`config.mk`:
```
export PLATFORM = sky130hd
export DESIGN_NAME = apb_master_module
export DESIGN_NICKNAME = d
export VERILOG_FILES = /design/src/rtl/apb_pkg.sv /design/src/rtl/apb_timeout_counter.sv /design/src/rtl/apb_master_module.sv
export SDC_FILE = /design/constraint.sdc
export NUM_CORES = 1
export LEC_CHECK = 0
export BUFFER_PORTS_ARGS = -buffer_cell sky130_fd_sc_hd__buf_4
export CAP_MARGIN = 5
export CORE_MARGIN = 8
export CORE_UTILIZATION = 47
export DETAILED_ROUTE_END_ITERATION = 10
export PLACE_DENSITY = 0.79
export SETUP_SLACK_MARGIN = 0.15
export SLEW_MARGIN = 25
export SYNTH_ARGS = -nofsm -noshare
export SYNTH_HDL_FRONTEND = slang
export SYNTH_HIERARCHICAL = 1
export SYNTH_SLANG_ARGS = --single-unit
```
`constraint.sdc`:
```
create_clock -name pclk -period 3.6 [get_ports pclk]
set_clock_uncertainty 0.1 [all_clocks]
set_input_delay 0.18 -clock pclk [delete_from_list [all_inputs] [get_ports pclk]]
set_output_delay 0.18 -clock pclk [all_outputs]
set_load 0.05 [all_outputs]
```
`src/rtl/apb_pkg.sv`:
```
// Shared types for the 8-bit APB link: bus widths, requester FSM states and
// the latched command record.
package apb_pkg;

  localparam int ADDR_W = 3;
  localparam int DATA_W = 8;

  typedef enum logic [1:0] {
    IDLE   = 2'd0,
    SETUP  = 2'd1,
    ACCESS = 2'd2
  } apb_state_t;

  typedef struct packed {
    logic              write;
    logic [ADDR_W-1:0] addr;
    logic [DATA_W-1:0] wdata;
  } apb_req_t;

endpackage

```
`src/rtl/apb_timeout_counter.sv`:
```
// Counts ACCESS cycles spent waiting on pready; flags expiry on the wait cycle
// that brings the count to LIMIT. Used only when APB_MASTER_TIMEOUT_EN is defined.
module apb_timeout_counter #(
  parameter int unsigned LIMIT = 16
) (
  input  logic pclk,
  input  logic preset,
  input  logic clear,
  input  logic count_en,
  output logic expired
);

  localparam int unsigned CW = $clog2(LIMIT + 1);

  logic [CW-1:0] cnt_q;

  assign expired = count_en && (cnt_q == CW'(LIMIT - 1));

  always_ff @(posedge pclk) begin
    if (preset || clear) begin
      cnt_q <= '0;
    end else if (count_en && !expired) begin
      cnt_q <= cnt_q + 1'b1;
    end
  end

endmodule

```
`src/rtl/apb_master_module.sv`:
```
// APB requester: one valid/ready command in, SETUP/ACCESS toward a completer,
// one-cycle response pulse out. Optional ACCESS timeout via APB_MASTER_TIMEOUT_EN.
module apb_master_module
  import apb_pkg::*;
#(
  parameter int unsigned TIMEOUT_CYCLES = 16
) (
  input  logic              pclk,
  input  logic              preset,
  input  logic              req_valid,
  output logic              req_ready,
  input  logic              req_write,
  input  logic [ADDR_W-1:0] req_addr,
  input  logic [DATA_W-1:0] req_wdata,
  output logic              rsp_valid,
  output logic [DATA_W-1:0] rsp_rdata,
  output logic              rsp_err,
  output logic              psel_x,
  output logic              penable,
  output logic              pwrite,
  output logic [ADDR_W-1:0] paddr,
  output logic [DATA_W-1:0] pwdata,
  input  logic              pready,
  input  logic [DATA_W-1:0] prdata,
  input  logic              pslverr
);

  apb_state_t state_q, state_d;
  apb_req_t   req;
  logic       handshake;
  logic       complete;
  logic       abort;

  assign req       = '{write: req_write, addr: req_addr, wdata: req_wdata};
  assign complete  = (state_q == ACCESS) && pready;
  // The completing ACCESS cycle can already take the next command.
  assign req_ready = (state_q == IDLE) || complete;
  assign handshake = req_valid && req_ready;

`ifdef APB_MASTER_TIMEOUT_EN
  logic tmo_expired;

  apb_timeout_counter #(
    .LIMIT(TIMEOUT_CYCLES)
  ) u_timeout (
    .pclk    (pclk),
    .preset  (preset),
    .clear   (state_q == SETUP),
    .count_en((state_q == ACCESS) && !pready),
    .expired (tmo_expired)
  );

  assign abort = tmo_expired;
`else
  logic unused_timeout;

  assign abort          = 1'b0;
  assign unused_timeout = ^TIMEOUT_CYCLES;
`endif

  // NOTE: every combinational output gets a default first so no path can
  // leave it unassigned and infer a latch.
  always_comb begin
    state_d = state_q;
    unique case (state_q)
      IDLE:    if (handshake) state_d = SETUP;
      SETUP:   state_d = ACCESS;
      ACCESS: begin
        if (complete)   state_d = handshake ? SETUP : IDLE;
        else if (abort) state_d = IDLE;
      end
      default: state_d = IDLE;
    endcase
  end

  // NOTE: sequential state uses non-blocking assignments so every register
  // samples the pre-edge values, independent of statement order.
  always_ff @(posedge pclk) begin
    if (preset) begin
      state_q   <= IDLE;
      psel_x    <= 1'b0;
      penable   <= 1'b0;
      pwrite    <= 1'b0;
      paddr     <= '0;
      pwdata    <= '0;
      rsp_valid <= 1'b0;
      rsp_rdata <= '0;
      rsp_err   <= 1'b0;
    end else begin
      state_q   <= state_d;
      psel_x    <= (state_d != IDLE);
      penable   <= (state_d == ACCESS);
      rsp_valid <= complete || abort;
      if (handshake) begin
        pwrite <= req.write;
        paddr  <= req.addr;
        pwdata <= req.wdata;
      end
      if (complete) begin
        rsp_rdata <= pwrite ? '0 : prdata;
        rsp_err   <= pslverr;
      end else if (abort) begin
        rsp_rdata <= '0;
        rsp_err   <= 1'b1;
      end
    end
  end

endmodule

```
### Yosys cells after proc, flatten, opt, wreduce, memory -nomap -nowiden

Index checks and enable logic that the tools add are counted.

| word-level totals | value |
|---|---|
| output and inout port bits | 25 |
| flip-flop bits (word level) | 26 |
| word-level logic and storage cells | 22 |
| input bits | 25 |

| cells by class | value |
|---|---|
| multiplexer cells | 5 |
| reduce and logical (&&, ||, !) cells | 5 |
| equal/unequal tests | 3 |

Operator list:

| cell | count |
|---|---|
| 8-bit 2-to-1 mux | 1 |
| 2-bit one-hot mux with 3 select lines | 1 |
| 2-bit == test (second input constant) | 2 |
| 2-bit 2-to-1 mux | 2 |
| 2-bit by 1-bit == test with 1-bit output (second input constant) | 1 |
| 1-bit logical AND | 2 |
| 2-bit logical NOT | 1 |
| 2-bit nonzero test | 1 |
| 1-bit logical OR | 1 |
| 1-bit 2-to-1 mux | 1 |

### Logic depth before layout (Yosys ltp)

| depth | value |
|---|---|
| depth in word-level cells | 8 |
| depth in mapped cells | 4 |
| depth with buffers taken out | 3 |

### Worst setup path after synthesis

No wires, ideal clock.

| timing path | value |
|---|---|
| path type | flip-flop to output port |
| start | register state_q[1] |
| end | output req_ready |
| setup slack | 2.227 ns |
| arrival time | 1.093 ns |
| stages on the path, launching flop included | 3 |
| data required time | 3.320 ns |
| path buffers | 0 |
| cells stage by stage | dfxtp_1 > nor2b_4 > nor2_1 |

| between the ends | value |
|---|---|
| cells in the longest elaborated chain, start to end | 3 |
| elaborated cells between the ends (all ways) | 4 |
| classes of those cells | eq/ne: 1; reduce/logical: 3 |

Ends and longest elaborated chain:

| what | line | RTL |
|---|---|---|
| start, declared | apb_master_module.sv:28 | `apb_state_t state_q, state_d;` |
| start signal, assigned | apb_master_module.sv:90 | `state_q <= state_d;` |
| 2-bit == test | apb_master_module.sv:35 | `assign complete = (state_q == ACCESS) && pready;` |
| 1-bit logical AND | apb_master_module.sv:35 |  |
| 1-bit logical OR * | apb_master_module.sv:37 | `assign req_ready = (state_q == IDLE) \|\| complete;` |
| end, declared | apb_master_module.sv:11 | `output logic req_ready,` |

Every way passes the cells marked *; elsewhere a longest branch is shown, timed or not.

==> results.py <==
metrics = {
    "global_route": {
        "first_global_vias": 925,
        "track_usage_pct": 12.9,
        "gr-total-overflow": 0,
        "grt_max_degree": 27,
        "grt_pass1_wl_um": 4300,
        "antenna_found_initial": 0,
    },
    "routing": {
        "drc": 0,
        "vias_per_cell": 4.77,
        "routed_wl_um": 2510,
        "drt_iter0_markers": 20,
        "antenna_left": 0,
        "num_vias": 902,
        "wl_per_cell_um": 13.3,
        "drtPass1Iterations": 4,
    },
    "worst_setup_path": {
        "r2r-start": "state_q[1]",
        "cp.arrival_ns": 1.77,
        "crit_path_end_kind": "flop",
        "rrSetupSlack_ns": 1.99,
        "cp_cell_sequence": "dlygate4sd3_1, buf_4, clkinv_1, nand2_1, mux2i_1",
        "crit_family": "buffers and inverters",
        "startpoint": "preset",
        "slowest_delay_ns": 0.53,
        "cp-start-kind": "primary input",
        "critPathBufInv": 3,
        "required_ns": 3.70,
        "worst-setup-path-type": "in -> reg",
        "worstPathMaxFanout": 26,
        "ff2ff_path_depth": 3,
        "critPathSlowestCell": "dlygate4sd3_1",
        "r2r_end": "paddr[1]",
    },
    "synth": {
        "synth_most_common_cell": "nand2_1",
        "synth_edf_count": 0,
        "synth_area_per_cell_sq_um": 9.35,
        "ys_ff_latch": 26,
        "synth_nets": 132,
        "yosys_warnings": 6,
        "synth_cell_types": 16,
        "ys.flop_type": "dfxtp_1",
        "yosysSeqAreaShare_pct": 52.0,
        "synth_top_area_cell": "dfxtp_1",
        "syn_area_sq_um": 1000,
        "synth_common_cells": "nand2_1 (34), dfxtp_1 (26), mux2i_1 (12)",
        "synth_area_leaders": "dfxtp_1 (52%), nand2_1 (13%), mux2i_1 (12%)",
        "async_flop_share_pct": 0,
        "synth_cells": 107,
        "yosysTopAreaCellShare_pct": 52.0,
    },
    "sta": {
        "slew_headroom_pct": 46.2,
        "rsz0062_at_grt": "no",
        "finalCriticalPeriod_ns": 1.68,
        "hold_viol": 0,
        "timing.final.crit_share_pct": 46.5,
        "setup_violations": 0,
        "fmax_ghz": 0.597,
        "fin_tns_setup_ns": 0,
        "worst_pin_slew_ns": 0.806,
        "slew_viol_final": 0,
    },
    "worst_hold_path": {
        "holdPathStages": 3,
        "min_path_type": "in -> reg",
        "hold_path_startpoint": "req_wdata[6]",
        "hold_end": "pwdata[6]",
    },
    "placed_design": {
        "dp_hpwl_um": 1850,
        "io_buffer_count": 49,
        "place.gp.congestion": 0.696,
        "dp.cells": 178,
    },
    "die": {
        "die_w_um": 62.2,
        "boundaryPins": 50,
        "dieArea_sq_um": 3860,
        "die_h_um": 62.2,
        "initial_core_util_pct": 50.5,
        "core-area_sq_um": 1980,
        "row_count": 16,
    },
    "cts": {
        "cts_tree": "built",
        "clockRootBuffer": "clkbuf_4",
        "clkSinkCount": 26,
        "cts_max_level": 1,
        "clkTransAtPathRegs_ns": 0.15,
        "cts_buffers": 3,
        "clk_path_buf_depth": 2,
        "insertion_delay_ns": 0.32,
    },
    "final_layout": {
        "finalNonFillerCells": 189,
        "antenna_cells": 0,
        "utilization_pct": 75.6,
        "nets": 188,
        "drive_gt1_share_pct": 34.0,
        "area_growth_pct": 49.6,
        "final.fill_count": 142,
    },
    "flow_run": {
        "drv_cap": 0,
    },
    "pwr": {
        "p_per_area_nw_per_um2": 435,
        "ir_drop_mv": 0.293,
        "p_leak_nw": 0.696,
    },
    "status": {
        "status": "finished, final reports clean",
    },
}
[cells in the final DEF, fill, tap and decap left out]
| cell | instances |
|---|---|
| buf_4 | 49 |
| nand2_1 | 34 |
| dfxtp_1 | 26 |
| mux2i_1 | 12 |
| nand3b_1 | 9 |
| a21oi_1 | 9 |
| dlygate4sd3_1 | 7 |
| nor2_1 | 3 |
| a21o_1 | 3 |
| clkbuf_4 | 3 |
| nor2b_4 | 1 |
| clkinv_1 | 1 |
| nor3b_4 | 1 |
| and2_1 | 1 |
| and3b_1 | 1 |
| nor3b_1 | 1 |
| bufinv_16 | 1 |
[flip-flops by register name (all words and copies together) (netlist names)]
signal	count
rsp_err	1
pwrite	1
paddr	3
psel_x	1
rsp_rdata	8
pwdata	8
state_q	2
rsp_valid	1
penable	1
[metal layers]
metal / up-vias / part of all wire, % / global-route usage, %
li1: 465 / - / -
met1: 402 / 42 / 15.0
met2: 33 / 48 / 20.4
met3: 2 / 9.4 / 5.73
met4: 0 / 0.56 / 4.08
met5: - / 0 / 0
[worst max path at each step]
stage	end	slack (ns)	depth (start not counted)
finish	paddr[1]	1.92	5
global route	pwdata[1]	1.77	5
CTS	paddr[1]	1.96	3
detailed placement	paddr[1]	1.99	3
global placement	pwdata[0]	2.06	3
floorplan	req_ready	2.23	2
[power breakdown]
group	leakage [nW]	internal, W	switching, W
clock	0.0279	0.000113	0.0000867
sequential	0.213	0.000303	0.00000931
combinational	0.456	0.0000568	0.0000830
[cell type report]
cell class                 instances  area, sq um  area share [%]
multi-input combinational         75          449            30.0
clock buffer                       3         22.5            1.50
clock inverter                     1         30.0            2.01
tap                               27         33.8            2.26
sequential                        26          520            34.8
inverter                           1         3.75           0.251
timing repair buffer              56          438            29.2
[stage by stage]
| step | area (sq um) | worst slack (ns) | total power [W] | hold WS, ns |
|---|---|---|---|---|
| CTS | 1460 | 1.96 | 0.000649 | 0.000710 |
| detailed placement | 1380 | 1.99 | 0.000453 | 0.346 |
| finish | 1500 | 1.92 | 0.000651 | 0.000132 |
| global placement | 1380 | 2.06 | 0.000450 | 0.335 |
| floorplan | 1000 | 2.23 | 0.000404 | 0.216 |
| global route | 1500 | 1.77 | 0.000678 | 0.00483 |
[cells by family after synthesis]
kind of cell / count (synthesis) / share of synthesized area, %
flip-flops: 26 / 52.0
buffers and inverters: 6 / 3.12
AO/OA/AOI/OAI: 12 / 6.75
multiplexers: 12 / 12.0
AND/OR/NAND/NOR: 51 / 26.1
[worst register-to-register path, cell delays in order, from the launching register on]
cell	delay [ns]
dfxtp_1	0.36
nor2b_4	0.14
nor3b_4	0.67
mux2i_1	0.28
[timing repair]
| action | in CTS | in global routing |
|---|---|---|
| hold endpoints to repair | 3 | 4 |
| setup buffers | 0 | 0 |
| gates resized for setup | 0 | 0 |
| hold buffers | 3 | 4 |
No activity file was read; power rests on OpenSTA's default activity.
